`config.mk`:
```
export PLATFORM = sky130hd
export DESIGN_NAME = tdc_meas_ctrl_flat
export DESIGN_NICKNAME = d
export VERILOG_FILES = /design/src/rtl/tdc_meas_ctrl_if.sv /design/src/rtl/tdc_meas_ctrl.sv /design/src/flat_wrapper.sv
export SDC_FILE = /design/constraint.sdc
export NUM_CORES = 1
export LEC_CHECK = 0
export BUFFER_PORTS_ARGS = -buffer_cell sky130_fd_sc_hd__buf_2
export CORE_UTILIZATION = 55
export CTS_CLUSTER_SIZE = 28
export DETAILED_ROUTE_END_ITERATION = 8
export MAX_ROUTING_LAYER = met4
export PLACE_DENSITY_LB_ADDON = 0.12
export SYNTH_ARGS = -nofsm -noshare
export SYNTH_HDL_FRONTEND = slang
export SYNTH_SLANG_ARGS = --single-unit
```
`constraint.sdc`:
```
create_clock -name clk -period 27.2 [get_ports clk]
set_input_delay 1.36 -clock clk [delete_from_list [all_inputs] [get_ports clk]]
set_output_delay 1.36 -clock clk [all_outputs]
set_load 0.05 [all_outputs]
```
`src/rtl/tdc_meas_ctrl_if.sv`:
```
// Handshake and result bundle between the TDC measurement sequencer and its user.
// The sequencer takes the slave side; the pin wrapper or bench takes the master side.
interface tdc_meas_ctrl_if #(
  parameter int N_DELAY = 192,
  parameter int LOG_AVG = 4
);
  localparam int CNT_W = $clog2(N_DELAY + 1);

  logic                     i_go;
  logic                     i_abort;
  logic [N_DELAY-1:0]       i_result;
  logic                     o_start;
  logic                     o_busy;
  logic                     o_done;
  logic [CNT_W+LOG_AVG-1:0] o_sum;
  logic [CNT_W-1:0]         o_min;
  logic [CNT_W-1:0]         o_max;
  logic                     o_underrun;
  logic                     o_overrun;

  modport slave (
    input  i_go, i_abort, i_result,
    output o_start, o_busy, o_done, o_sum, o_min, o_max, o_underrun, o_overrun
  );

  modport master (
    output i_go, i_abort, i_result,
    input  o_start, o_busy, o_done, o_sum, o_min, o_max, o_underrun, o_overrun
  );
endinterface

```
`src/rtl/tdc_meas_ctrl.sv`:
```
// Burst sequencer for the delay-line TDC: clear, launch, capture, popcount and
// accumulate 2**LOG_AVG samples, then publish sum/min/max and range flags.
module tdc_meas_ctrl #(
  parameter int N_DELAY = 192,
  parameter int LOG_AVG = 4,
  parameter int CLR_CYC = 2
) (
  input  logic           clk,
  input  logic           rst_n,
  tdc_meas_ctrl_if.slave bus
);
  localparam int CNT_W = $clog2(N_DELAY + 1);
  localparam int SUM_W = CNT_W + LOG_AVG;
  localparam int CLR_W = (CLR_CYC > 1) ? $clog2(CLR_CYC) : 1;

  typedef enum logic [2:0] {
    S_IDLE,
    S_CLEAR,
    S_FIRE,
    S_CAPT,
    S_ACC,
    S_DONE
  } state_e;

  state_e             state_q,     state_d;
  logic [CLR_W-1:0]   clr_cnt_q,   clr_cnt_d;
  logic [LOG_AVG-1:0] idx_q,       idx_d;
  logic [N_DELAY-1:0] res_q,       res_d;
  logic [SUM_W-1:0]   acc_q,       acc_d;
  logic [CNT_W-1:0]   run_min_q,   run_min_d;
  logic [CNT_W-1:0]   run_max_q,   run_max_d;
  logic               run_unf_q,   run_unf_d;
  logic               run_ovf_q,   run_ovf_d;
  logic               start_q,     start_d;
  logic               busy_q,      busy_d;
  logic               done_q,      done_d;
  logic [SUM_W-1:0]   sum_q,       sum_d;
  logic [CNT_W-1:0]   min_q,       min_d;
  logic [CNT_W-1:0]   max_q,       max_d;
  logic               unf_q,       unf_d;
  logic               ovf_q,       ovf_d;

  logic [CNT_W-1:0]   cnt;
  logic [SUM_W-1:0]   acc_nxt;
  logic [CNT_W-1:0]   min_nxt;
  logic [CNT_W-1:0]   max_nxt;
  logic               unf_nxt;
  logic               ovf_nxt;

  // Counting every one (not the thermometer edge position) makes bubbles harmless.
  function automatic logic [CNT_W-1:0] popcount(input logic [N_DELAY-1:0] v);
    logic [CNT_W-1:0] c;
    c = '0;
    for (int i = 0; i < N_DELAY; i++) begin
      c = c + CNT_W'(v[i]);
    end
    return c;
  endfunction

  always_comb begin
    state_d   = state_q;
    clr_cnt_d = '0;
    idx_d     = idx_q;
    res_d     = res_q;
    acc_d     = acc_q;
    run_min_d = run_min_q;
    run_max_d = run_max_q;
    run_unf_d = run_unf_q;
    run_ovf_d = run_ovf_q;
    sum_d     = sum_q;
    min_d     = min_q;
    max_d     = max_q;
    unf_d     = unf_q;
    ovf_d     = ovf_q;

    cnt     = popcount(res_q);
    acc_nxt = acc_q + SUM_W'(cnt);
    min_nxt = (cnt < run_min_q) ? cnt : run_min_q;
    max_nxt = (cnt > run_max_q) ? cnt : run_max_q;
    unf_nxt = run_unf_q | (cnt == '0);
    ovf_nxt = run_ovf_q | (cnt == CNT_W'(N_DELAY));

    if (bus.i_abort && (state_q != S_IDLE)) begin
      state_d = S_IDLE;
      idx_d   = '0;
    end else begin
      case (state_q)
        S_IDLE: begin
          if (bus.i_go) begin
            state_d   = S_CLEAR;
            idx_d     = '0;
            acc_d     = '0;
            run_min_d = CNT_W'(N_DELAY);
            run_max_d = '0;
            run_unf_d = 1'b0;
            run_ovf_d = 1'b0;
          end
        end
        S_CLEAR: begin
          if (clr_cnt_q == CLR_W'(CLR_CYC - 1)) begin
            state_d = S_FIRE;
          end else begin
            clr_cnt_d = clr_cnt_q + CLR_W'(1);
          end
        end
        S_FIRE: state_d = S_CAPT;
        S_CAPT: begin
          res_d   = bus.i_result;
          state_d = S_ACC;
        end
        S_ACC: begin
          acc_d     = acc_nxt;
          run_min_d = min_nxt;
          run_max_d = max_nxt;
          run_unf_d = unf_nxt;
          run_ovf_d = ovf_nxt;
          if (idx_q == '1) begin
            state_d = S_DONE;
            sum_d   = acc_nxt;
            min_d   = min_nxt;
            max_d   = max_nxt;
            unf_d   = unf_nxt;
            ovf_d   = ovf_nxt;
          end else begin
            idx_d   = idx_q + LOG_AVG'(1);
            state_d = S_CLEAR;
          end
        end
        S_DONE:  state_d = S_IDLE;
        default: state_d = S_IDLE;
      endcase
    end

    // Outputs decoded from the next state so they leave a flop aligned with the state.
    start_d = (state_d == S_FIRE) || (state_d == S_CAPT);
    busy_d  = (state_d != S_IDLE);
    done_d  = (state_d == S_DONE);
  end

  always_ff @(posedge clk or negedge rst_n) begin
    if (!rst_n) begin
      state_q   <= S_IDLE;
      clr_cnt_q <= '0;
      idx_q     <= '0;
      res_q     <= '0;
      acc_q     <= '0;
      run_min_q <= '0;
      run_max_q <= '0;
      run_unf_q <= 1'b0;
      run_ovf_q <= 1'b0;
      start_q   <= 1'b0;
      busy_q    <= 1'b0;
      done_q    <= 1'b0;
      sum_q     <= '0;
      min_q     <= '0;
      max_q     <= '0;
      unf_q     <= 1'b0;
      ovf_q     <= 1'b0;
    end else begin
      state_q   <= state_d;
      clr_cnt_q <= clr_cnt_d;
      idx_q     <= idx_d;
      res_q     <= res_d;
      acc_q     <= acc_d;
      run_min_q <= run_min_d;
      run_max_q <= run_max_d;
      run_unf_q <= run_unf_d;
      run_ovf_q <= run_ovf_d;
      start_q   <= start_d;
      busy_q    <= busy_d;
      done_q    <= done_d;
      sum_q     <= sum_d;
      min_q     <= min_d;
      max_q     <= max_d;
      unf_q     <= unf_d;
      ovf_q     <= ovf_d;
    end
  end

  assign bus.o_start    = start_q;
  assign bus.o_busy     = busy_q;
  assign bus.o_done     = done_q;
  assign bus.o_sum      = sum_q;
  assign bus.o_min      = min_q;
  assign bus.o_max      = max_q;
  assign bus.o_underrun = unf_q;
  assign bus.o_overrun  = ovf_q;
endmodule
```
`src/flat_wrapper.sv`:
```
// flat-port wrapper written by rule: the top's interface ports become plain ports
module tdc_meas_ctrl_flat 
#(
  parameter int N_DELAY = 192,
  parameter int LOG_AVG = 4,
  parameter int CLR_CYC = 2
)
  (clk, rst_n, bus_i_go, bus_i_abort, bus_i_result, bus_o_start, bus_o_busy, bus_o_done, bus_o_sum, bus_o_min, bus_o_max, bus_o_underrun, bus_o_overrun);
  tdc_meas_ctrl_if #(.N_DELAY(N_DELAY), .LOG_AVG(LOG_AVG)) bus_i ();
  input  logic clk;
  input  logic rst_n;
  input wire logic [$bits(bus_i.i_go)-1:0] bus_i_go;
  input wire logic [$bits(bus_i.i_abort)-1:0] bus_i_abort;
  input wire logic [$bits(bus_i.i_result)-1:0] bus_i_result;
  output wire logic [$bits(bus_i.o_start)-1:0] bus_o_start;
  output wire logic [$bits(bus_i.o_busy)-1:0] bus_o_busy;
  output wire logic [$bits(bus_i.o_done)-1:0] bus_o_done;
  output wire logic [$bits(bus_i.o_sum)-1:0] bus_o_sum;
  output wire logic [$bits(bus_i.o_min)-1:0] bus_o_min;
  output wire logic [$bits(bus_i.o_max)-1:0] bus_o_max;
  output wire logic [$bits(bus_i.o_underrun)-1:0] bus_o_underrun;
  output wire logic [$bits(bus_i.o_overrun)-1:0] bus_o_overrun;
  assign bus_i.i_go = bus_i_go;
  assign bus_i.i_abort = bus_i_abort;
  assign bus_i.i_result = bus_i_result;
  assign bus_o_start = bus_i.o_start;
  assign bus_o_busy = bus_i.o_busy;
  assign bus_o_done = bus_i.o_done;
  assign bus_o_sum = bus_i.o_sum;
  assign bus_o_min = bus_i.o_min;
  assign bus_o_max = bus_i.o_max;
  assign bus_o_underrun = bus_i.o_underrun;
  assign bus_o_overrun = bus_i.o_overrun;
  tdc_meas_ctrl #(.N_DELAY(N_DELAY), .LOG_AVG(LOG_AVG), .CLR_CYC(CLR_CYC)) u_core (.clk(clk), .rst_n(rst_n), .bus(bus_i));
endmodule
```
* After elaboration in Yosys (flattened, before gate mapping)
Cells that the tools add are included.
** Word-level totals
- Logic and storage cells :: 263
- Bits in registers :: 263
** Operators by class
- Reductions and logical operators :: 12
- Add/subtract/negate cells :: 194
- Magnitude comparators :: 2
- Multiplexer cells :: 23
- Equality and inequality tests :: 12
- Bitwise logic cells :: 3
** Operators with widths (number)
- $add A8 B1 Y8 :: 190
- $mux W8 :: 4
- $pmux W8 S2 :: 2
- $pmux W12 S2 :: 1
- $pmux W3 S5 :: 1
- $add A12 B8 Y12 :: 1
- $eq A3 B2 Y1 const B :: 4
- $mux W12 :: 1
- $mux W3 :: 4
- $mux W4 :: 3
- $reduce_and A3 Y1 :: 3
- $reduce_bool A3 Y1 :: 3
- $eq A8 B8 Y1 const B :: 1
- $gt A8 B8 Y1 :: 1
- $logic_not A8 Y1 :: 1
- $lt A8 B8 Y1 :: 1
- $pmux W4 S2 :: 1
- $eq A3 B3 Y1 const B :: 2
- $ne A3 B2 Y1 const B :: 2
- $add A4 B1 Y4 const B :: 1
- $eq A4 B4 Y1 const B :: 1
- $mux W1 :: 4
- $pmux W1 S2 :: 2
- $eq A3 B1 Y1 const B :: 1
- 10 further kinds :: 11

* Logic depth before layout (Yosys ltp)
Gate-level depths: netlist of run 1.
- Depth after elaboration :: 194
- Mapped depth :: 34

* Worst setup path after synthesis of run 1
No wires, ideal clock.
- Path type :: register to register
- From :: register u_core.res_q[0]
- To :: register u_core.run_max_q[0]
- Data arrival time :: 9.313 ns
- Setup time :: 0.121 ns
- Clock period less this slack :: 9.434 ns
- Cell stages (with the launch flop) :: 32
- Required time :: 27.079 ns
- Slack :: 17.766 ns
- Cell sequence :: dfrtp_1 ha_1 inv_1 fa_1 fa_1 inv_1 fa_1 fa_1 fa_1 fa_1 fa_1 fa_1 fa_1 inv_1 fa_1 fa_1 inv_1 ha_1 nor2b_1 o31a_1 o21ai_0 nand2b_1 xnor2_1 inv_1 ha_1 and4_1 nand3_1 o21ai_0 o21ai_0 a311oi_4 nor2_2 a22o_1
** On the way
- Cells in the longest elaborated chain, start to end :: 194
** RTL lines
- from (decl) :: RTL line tdc_meas_ctrl.sv:28 : logic [N_DELAY-1:0] res_q, res_d;
- from (signal assigned) :: RTL line tdc_meas_ctrl.sv:163 : res_q <= res_d;
- $add A1 B1 Y2 * :: RTL line tdc_meas_ctrl.sv:55 : c = c + CNT_W'(v[i]);
- $add A8 B1 Y8 * (190 in series) :: RTL line tdc_meas_ctrl.sv:55
- $gt A8 B8 Y1 :: RTL line tdc_meas_ctrl.sv:79 : max_nxt = (cnt > run_max_q) ? cnt : run_max_q;
- $mux W8 * :: RTL line tdc_meas_ctrl.sv:79
- $pmux W8 S2 * :: RTL line tdc_meas_ctrl.sv:87 : case (state_q)
- to (signal assigned) :: RTL line tdc_meas_ctrl.sv:166 : run_max_q <= run_max_d;
- to (decl) :: RTL line tdc_meas_ctrl.sv:31 : logic [CNT_W-1:0] run_max_q, run_max_d;
Mark *: on every way between the ends. The rest lies on a longest branch, timed or not.
A chain may end at the register's enable or synchronous reset.

* Worst setup path in the final report of run 1
- From :: register u_core.res_q[54]
- To :: register u_core.run_min_q[3]
** On the way
- Cells in the longest elaborated chain, start to end :: 141
** RTL lines
- $add A8 B1 Y8 * (138 in series) :: RTL line tdc_meas_ctrl.sv:55
- $lt A8 B8 Y1 :: RTL line tdc_meas_ctrl.sv:78 : min_nxt = (cnt < run_min_q) ? cnt : run_min_q;
- $mux W8 * :: RTL line tdc_meas_ctrl.sv:78
- $pmux W8 S2 * :: RTL line tdc_meas_ctrl.sv:87
- to (signal assigned) :: RTL line tdc_meas_ctrl.sv:165 : run_min_q <= run_min_d;
- to (decl) :: RTL line tdc_meas_ctrl.sv:30 : logic [CNT_W-1:0] run_min_q, run_min_d;
Marked as above.

==> flow_summary.toml, run 1 <==
[die]
boundaryPins = 229
initial_core_util_pct = 56.3
die_width_um = 171
core_region_area_um2 = 28000
die-area_um2 = 29300
die_h_um = 171
rows = 61

[finish]
layout_commonest_cell = "inv_1"
synthToLayoutAreaGrowth_pct = 15.7
drive_gt1_share_pct = 23.0
layout_common_cells = "284 x inv_1, 263 x dfrtp_1, 227 x buf_2"
layout.nets = 2065
filler_cell_count = 2308

[logic_synthesis]
async_flop_share_pct = 100
synth_edf_count = 0
synth-seq-cells = 263
synthCells = 1417
syn-cell-area_um2 = 15800
synthesis.nets = 1847
synth_ff_type = "dfrtp_1"
postSynthAreaPerCell_um2 = 11.1
synth_cell_types = 50
ys_warn_count = 0
ys_seq_area_share_pct = 41.8

[worst_setup_path]
end_kind = "register"
cp.required_ns = 27.63
slowest_delay_ns = 1.04
cp_common_cell = "fa_1"
cp.arrival_ns = 10.97
critPathLaunchType = "register"
crit_type = "reg2reg"
crit_fanout = 12
cp_slowest_cell = "a31oi_1"

[global_route]
grt_pass1_vias = 10800
antenna_found_initial = 11
overflow = 0
gr-usage-all-layers_pct = 24.4
grt_pass1_wl_um = 53900
grt_max_degree = 247

[routing]
routed_via_density = 4.96
routed_wl_um = 32700
drt_iter0_markers = 559
drtPass1Iterations = 4
drcViolationCount = 0
wire_per_inst_um = 16.0
num_vias = 10200
ant_nets = 0

[clock_network]
root_buffer = "clkbuf_16"
numCtsBuffers = 29
cts_resized = 0
holdBufCountCts = 0
clock_sinks = 263
clock_latency_ns = 0.55
cts_setup_buffers = 0
clk_pin_slew_ns = 0.06
clockBufferDepth = 3
cts_tree = "built"
htree_num_levels = 1

[place]
port_buffers = 228
dp_hpwl_um = 24800
place_congestion = 0.832

[timing]
setup-violations-final = 0
rsz0062_at_grt = "no"
clock_skew_ns = 0.0184
worst_slew_pin_slew_ns = 1.31
maxSlewViolCount = 0
layout_min_cycle_time_ns = 10.54
relSlewSlack_pct = 12.1
layout_worst_path_cycle_share_pct = 38.7
setup_tns_ns = 0
timing.fmax_mhz = 94.9
hold_violations = 0

[run]
cap_violations = 0

[min_path]
hp-class = "reg2reg"

[run_status]
status = "finished, final reports clean"
==> registers in the layout (all words and copies together) (netlist names), 4 cells and up <==
register          count
u_core.acc_q         12
u_core.bus.o_max      8
u_core.bus.o_min      8
u_core.bus.o_sum     12
u_core.idx_q          4
u_core.res_q        192
u_core.run_max_q      8
u_core.run_min_q      8
==> path summary, 6_finish.rpt <==
path	startpoint	end	slack, ns	depth (start not counted)
min in group asynchronous	rst_n	u_core.bus.o_sum[5]	0.85	1
hold / removal	u_core.bus.o_sum[7]	u_core.bus.o_sum[7]	0.47	2
max in group asynchronous	rst_n	u_core.res_q[25]	24.73	2
setup / recovery	u_core.res_q[54]	u_core.run_min_q[3]	16.66	30
setup reg to reg	u_core.res_q[54]	u_core.run_min_q[3]	16.66	30
hold reg to reg	u_core.bus.o_sum[7]	u_core.bus.o_sum[7]	0.47	2
==> stage by stage <==
stage | util (%) | std cells | hold WS, ns | setup WS [ns] | cell area (um2)
final | 65.1 | 2045 | 0.472 | 16.66 | 18200
after CTS | 65.0 | 2035 | 0.479 | 16.65 | 18200
after global placement | 61.6 | 1982 | 0.452 | 16.98 | 17300
after floorplan | - | 1417 | 0.435 | 17.77 | 15800
after detailed placement | 61.6 | 1982 | 0.465 | 16.67 | 17300
after global routing | 65.1 | 2044 | 0.508 | 16.21 | 18200
==> cells in the mapped netlist, types with 2 or more instances <==
cell type / number / area [um2]
dfrtp_1: 263 / 6580
nand3b_1: 2 / 15.0
a22o_1: 9 / 78.8
nand2b_1: 5 / 31.3
a21oi_1: 16 / 80.1
ha_1: 55 / 688
xor2_1: 5 / 43.8
o311ai_0: 2 / 17.5
nor3_1: 6 / 30.0
clkbuf_1: 42 / 158
and2_1: 3 / 18.8
or2_2: 4 / 25.0
nand2_1: 166 / 623
buf_2: 3 / 15.0
and3_1: 3 / 18.8
xnor2_1: 9 / 78.8
mux2i_1: 14 / 140
mux2_2: 94 / 1060
nor2_1: 19 / 71.3
o21ai_0: 146 / 731
o31a_1: 3 / 26.3
or4_1: 2 / 15.0
fa_1: 179 / 3580
buf_1: 3 / 11.3
nor4_1: 4 / 25.0
or3_1: 3 / 18.8
o21a_1: 10 / 75.1
nor2b_1: 5 / 31.3
nand3_1: 18 / 90.1
a41oi_1: 3 / 26.3
a21o_1: 4 / 30.0
inv_1: 284 / 1070
o211ai_1: 2 / 15.0
o31ai_1: 5 / 37.5
a211o_1: 2 / 17.5
a41o_1: 2 / 20.0
o21ai_1: 9 / 45.0
==> metal layers <==
layer / vias up / GRT usage (%) / routed length, um
met5: - / - / 0
met4: 0 / 5.82 / 561
met3: 49 / 4.16 / 1560
met2: 204 / 40.0 / 16300
met1: 4999 / 31.9 / 14300
li1: 4899 / - / -
==> logic make-up (layout without fill, tap and decap cells) <==
family	Yosys count	after routing	synth area share [%]
simple gates	244	244	6.63
mux	108	108	7.61
flops	263	263	41.8
xor+xnor	14	14	0.778
fa+ha+maj	234	234	27.1
compound gates	220	220	8.08
buf+inv	334	574	8.03
other cells	0	10	0
==> worst max-delay path: cells and delay by family, from the launching register on <==
kind            cells  cell delay [ns]
fa+ha+maj          13             6.38
compound gates      5             1.69
simple gates        3             0.71
buf+inv             7             0.55
flops               1             0.40
mux                 1             0.38
xor+xnor            1             0.29
==> area by class of cell <==
class / count / area, um2 / area share (%)
antenna: 10 / 25.0 / 0.137
clock buffer: 47 / 863 / 4.73
clock inverter: 6 / 85.1 / 0.467
inverter: 285 / 1070 / 5.87
multi-input combinational: 820 / 7920 / 43.4
sequential: 263 / 6580 / 36.1
tap: 378 / 473 / 2.59
timing repair buffer: 236 / 1220 / 6.71
Power of run 1 is not shown: default switching activity piles up to over one toggle a cycle in this logic, so the estimate is an artifact.
==> inputs of run 2 (changes only) <==
--- a/config.mk
+++ b/config.mk
@@ -5,6 +5,7 @@
 export SDC_FILE = /design/constraint.sdc
 export NUM_CORES = 1
 export LEC_CHECK = 0
+export ABC_AREA = 1
 export BUFFER_PORTS_ARGS = -buffer_cell sky130_fd_sc_hd__buf_2
 export CORE_UTILIZATION = 55
 export CTS_CLUSTER_SIZE = 28
==> constraint.sdc (replaced) <==
create_clock -name clk -period 10.2 [get_ports clk]
set_input_delay 0.51 -clock clk [delete_from_list [all_inputs] [get_ports clk]]
set_output_delay 0.51 -clock clk [all_outputs]
set_load 0.05 [all_outputs]
==> run 2 against run 1 <==
  * The run now ends with negative hold slack left
  * Sequential share of layout area is 0.17 points lower
  * Critical path type unchanged
  * Non-clock buffer count is 4 lower
  * First-iteration DRC count is 20% lower
  * Synthesized cell count is 6.1% higher
==> flow_summary.toml, run 2 <==
[timing]
layout_min_cycle_time_ns = 9.34
relSlewSlack_pct = 33.5
clock_skew_ns = 0.0152
worst_slew_pin_slew_ns = 0.997
hold_violations = 3
fin_ws_ns = 0.857
rsz0062_at_grt = "no"
layout_worst_path_cycle_share_pct = 91.6
setup_tns_ns = 0
hold_slack_ns = -0.0119
setup-violations-final = 0
timing.fmax_mhz = 107
maxSlewViolCount = 0

[logic_synthesis]
yosysTopAreaCell = "dfrtp_1"
synth_edf_count = 0
ys_warn_count = 0
synthCells = 1504
yosysMostFrequentCell = "inv_1"
postSynthAreaPerCell_um2 = 10.6
synth_cell_types = 43
syn-cell-area_um2 = 15900
synth_ff_type = "dfrtp_1"
synth-seq-cells = 263
synth_common_cells = "329 x inv_1, 263 x dfrtp_1, 179 x fa_1"
yosys-top-cells-area = "dfrtp_1 41%, fa_1 23%, inv_1 7.8%"
yosysTopAreaCellShare_pct = 41.3
ys_seq_area_share_pct = 41.3
async_flop_share_pct = 100
synthesis.nets = 1934

[routing]
wire_per_inst_um = 15.3
routed_via_density = 4.95
drcViolationCount = 0
num_vias = 10500
routed_wl_um = 32700
ant_nets = 0
drt_iter0_markers = 448
drtPass1Iterations = 6

[worst_setup_path]
crit_type = "reg2reg"
cp_common_cell = "fa_1"
rrSetupSlack_ns = 0.86
cpLargestDelayFamily = "adder cells"
cp.required_ns = 10.68
end_kind = "register"
crit_start = "u_core.res_q[1]"
path_buf_inv = 3
slowest_delay_ns = 0.56
critPathLaunchType = "register"
cp_slowest_cell = "fa_1"
crit_fanout = 6
r2r-start = "u_core.res_q[1]"
cp.arrival_ns = 9.83

[place]
place_congestion = 0.899
dp_slack_ns = 0.918
dp_hpwl_um = 24900
place_inst = 2071
port_buffers = 228

[global_route]
antenna_found_initial = 11
grt_pass1_vias = 11200
gr-usage-all-layers_pct = 24.3
grt_max_degree = 153
overflow = 0
grt_pass1_wl_um = 54500

[finish]
top_register = "u_core.res_q"
layout_commonest_cell = "inv_1"
layout_common_cells = "329 x inv_1, 263 x dfrtp_1, 227 x buf_2"
filler_cell_count = 2279
synthToLayoutAreaGrowth_pct = 15.1
largest_register_ffs = 192
fin_cells = 2132
layout.nets = 2154
drive_gt1_share_pct = 22.1

[die]
rows = 61
die_width_um = 172
die-area_um2 = 29600
boundaryPins = 229
die_h_um = 172
core_region_area_um2 = 28200
initial_core_util_pct = 56.5

[run]
cap_violations = 0

[run_status]
violations = "negative hold slack"
status = "finished, violations left"

[clock_network]
root_buffer = "clkbuf_16"
cts_tree = "built"
clock_sinks = 263
cts_setup_buffers = 0
clk_pin_slew_ns = 0.06
clockBufferDepth = 3
holdBufCountCts = 0
numCtsBuffers = 29
cts_resized = 0
htree_num_levels = 1
clock_latency_ns = 0.55

[min_path]
hp-class = "in2async"
## run 2: cell count changes after synthesis, moves of 17 or more
cell / change
o21ai_0: -122
nor2_1: +105
a21oi_1: +103
nand3_1: +48
inv_1: +45
nand2_1: -36
clkbuf_1: -28
buf_2: +20
mux2_2: -17
## run 2: worst paths after layout
kind	end	cells after the start
worst max-delay path	u_core.bus.o_sum[10]	31
worst max register to register	u_core.bus.o_sum[10]	31
max in group asynchronous	u_core.res_q[29]	2
worst min-delay path	u_core.bus.o_sum[0]	1
worst min register to register	u_core.bus.o_sum[8]	2
min in group clk	u_core.res_q[35]	2
## run 2: kinds of logic after synthesis
group / count (synthesis) / share of synthesized area [%]
muxes: 89 / 6.29
AOI/OAI and AO/OA: 167 / 5.50
and+or+nand+nor: 359 / 10.0
xor gates and xnor gates: 14 / 0.770
DFF: 263 / 41.3
buffers and inverters: 378 / 9.23
adders and majority gates: 234 / 26.8
## run 2: layer usage
metal	part of all wire [%]	vias up	global-route usage [%]
met5	0	-	-
met2	50	214	41.0
met1	42	5219	30.2
li1	-	5060	-
met4	2.2	0	5.62
met3	5.1	51	4.99
## run 2: per-stage QoR
stage	instance area (um2)	hold WS [ns]	utilization (%)
floorplan	15900	0.214	-
global placement	17400	0.461	61.8
detailed placement	17400	0.464	61.8
CTS	18300	0.0599	65.0
global route	18300	0.0903	65.1
finish	18300	-0.0119	65.1
## run 2: cell type report
type / count / area, um2 / area share, %
antenna: 10 / 25.0 / 0.137
clock buffer: 46 / 830 / 4.53
clock inverter: 5 / 78.8 / 0.430
inverter: 335 / 1260 / 6.86
multi-input combinational: 863 / 7890 / 43.0
sequential: 263 / 6580 / 35.9
tap: 378 / 473 / 2.58
timing repair buffer: 232 / 1190 / 6.51
## run 2: worst reg2reg max path, delay by kind of cell, from the launching register on
kind,cells,cell delay [ns]
AO/OA/AOI/OAI,2,0.35
XOR/XNOR,2,0.69
adder cells (fa/ha/maj),15,6.93
buffers and inverters,3,0.18
flip-flops,1,0.39
AND/OR/NAND/NOR,9,0.74
Power of run 2 is left out for the same reason.
==> inputs of run 3 (changes only) <==
--- a/config.mk
+++ b/config.mk
@@ -5,12 +5,11 @@
 export SDC_FILE = /design/constraint.sdc
 export NUM_CORES = 1
 export LEC_CHECK = 0
-export ABC_AREA = 1
 export BUFFER_PORTS_ARGS = -buffer_cell sky130_fd_sc_hd__buf_2
+export CORE_MARGIN = 2
 export CORE_UTILIZATION = 55
 export CTS_CLUSTER_SIZE = 28
 export DETAILED_ROUTE_END_ITERATION = 8
-export MAX_ROUTING_LAYER = met4
 export PLACE_DENSITY_LB_ADDON = 0.12
 export SYNTH_ARGS = -nofsm -noshare
 export SYNTH_HDL_FRONTEND = slang
==> run 3 against run 2 <==
  * The run now ends clean
  * Routed wire length up 0.47%
  * Sequential share of layout area up 0.086 points
  * Cell count decreased by 4.0%
  * Worst hold slack gained 0.049 ns
  * Utilization rose by 0.20 points
  * Worst setup slack got worse by 0.35 ns
  * Clock skew decreased by 0.0044 ns
  * Clock-buffer cell count decreased by 4
  * Global-route usage shrank 1.4 points
  * Non-clock buffer count up 11
  * Critical endpoint is now u_core.bus.o_max[3]
==> flow_summary.toml, run 3 (synthesis results as in run 1) <==
[finish]
layout_commonest_cell = "inv_1"
layout_common_cells = "284 x inv_1, 263 x dfrtp_1, 227 x buf_2"
layout.nets = 2072
top_register = "u_core.res_q"
filler_cell_count = 2266
synthToLayoutAreaGrowth_pct = 16.0
largest_register_ffs = 192
drive_gt1_share_pct = 23.5

[clock_network]
cts_setup_buffers = 0
htree_num_levels = 1
clk_pin_slew_ns = 0.06
numCtsBuffers = 29
clockBufferDepth = 3
clock_sinks = 263
cts_tree = "built"
clock_latency_ns = 0.54
root_buffer = "clkbuf_16"

[worst_setup_path]
r2r_cells = 28
end_kind = "register"
critPathLaunchType = "register"
cpLargestDelayFamily = "adder cells"
critical_path_depth = 28
cp_common_cell = "fa_1"
cp_slowest_cell = "fa_1"
slowest_delay_ns = 0.58
cp.arrival_ns = 10.08
path_buf_inv = 3
crit_type = "reg2reg"
crit_start = "u_core.res_q[1]"
critPathCapture = "u_core.bus.o_max[3]"
cp.required_ns = 10.58
crit_fanout = 6
r2r-start = "u_core.res_q[1]"
rrSetupSlack_ns = 0.51
r2r-end = "u_core.bus.o_max[3]"

[global_route]
grt_max_degree = 120
overflow = 0
gr-usage-all-layers_pct = 22.9
antenna_found_initial = 10
grt_pass1_wl_um = 55200
grt_pass1_vias = 10900

[timing]
worst_slew_pin_slew_ns = 1.02
timing.fmax_mhz = 103
setup_tns_ns = 0
clock_skew_ns = 0.0108
rsz0062_at_grt = "no"
hold_violations = 0
layout_min_cycle_time_ns = 9.69
maxSlewViolCount = 0
relSlewSlack_pct = 32.3
setup-violations-final = 0
layout_worst_path_cycle_share_pct = 95.0

[die]
die_h_um = 173
initial_core_util_pct = 56.3
boundaryPins = 229
rows = 61
die-area_um2 = 30000
core_region_area_um2 = 28000
die_width_um = 173

[min_path]
hp-class = "in2async"

[routing]
drt_iter0_markers = 517
ant_nets = 0
drtPass1Iterations = 4
routed_wl_um = 32800
routed_via_density = 4.97
drcViolationCount = 0
wire_per_inst_um = 16.1
num_vias = 10200

[place]
port_buffers = 228
dp_hpwl_um = 25100
place_congestion = 0.839

[run_status]
status = "finished, final reports clean"

[run]
cap_violations = 0
-- run 3: how the worst min path moves through the flow --
stage,start,end,cells after the start
floorplan,rst_n,u_core.acc_q[0],0
global placement,u_core.bus.o_sum[0],u_core.bus.o_sum[0],2
detailed placement,u_core.bus.o_sum[5],u_core.bus.o_sum[5],2
CTS,rst_n,u_core.bus.o_min[3],1
global route,rst_n,u_core.bus.o_min[3],1
finish,rst_n,u_core.bus.o_min[3],1
-- run 3: per-layer routing --
layer	part of all wire (%)	up-vias	routed length [um]	track usage, %
li1	-	4903	-	-
met4	3.0	6	969	6.81
met1	44	5007	14300	31.3
met2	49	211	16100	38.2
met5	0.12	-	41	0
met3	4.2	50	1380	3.55
-- run 3: what timing repair did --
item | in CTS | in global routing
endpoints found under the hold margin | 0 | 0
hold buffers | 0 | 0
resized for setup | 0 | 1
setup endpoints to repair | 0 | 6
-- run 3: final cells by class --
| cell class | instances | area [um2] | area share (%) |
|---|---|---|---|
| diodes | 6 | 15.0 | 0.0821 |
| clock buffers | 42 | 835 | 4.57 |
| clock inverters | 9 | 120 | 0.657 |
| inverters | 285 | 1070 | 5.85 |
| multi-input cells | 820 | 7920 | 43.3 |
| flip-flops and latches | 263 | 6580 | 36.0 |
| well taps | 378 | 473 | 2.59 |
| repair buffers | 243 | 1260 | 6.91 |
-- run 3: metrics by stage --
stage,instance area (um2),utilization (%),setup slack (ns),instances,hold WS (ns)
after floorplan,15800,-,0.766,1417,0.214
after global placement,17300,61.8,0.589,1989,0.453
after detailed placement,17300,61.8,0.374,1989,0.457
after CTS,18300,65.2,0.348,2040,0.0869
after global routing,18300,65.3,0.00172,2045,0.0989
final,18300,65.3,0.505,2046,0.0372
Power of run 3 is left out for the same reason.
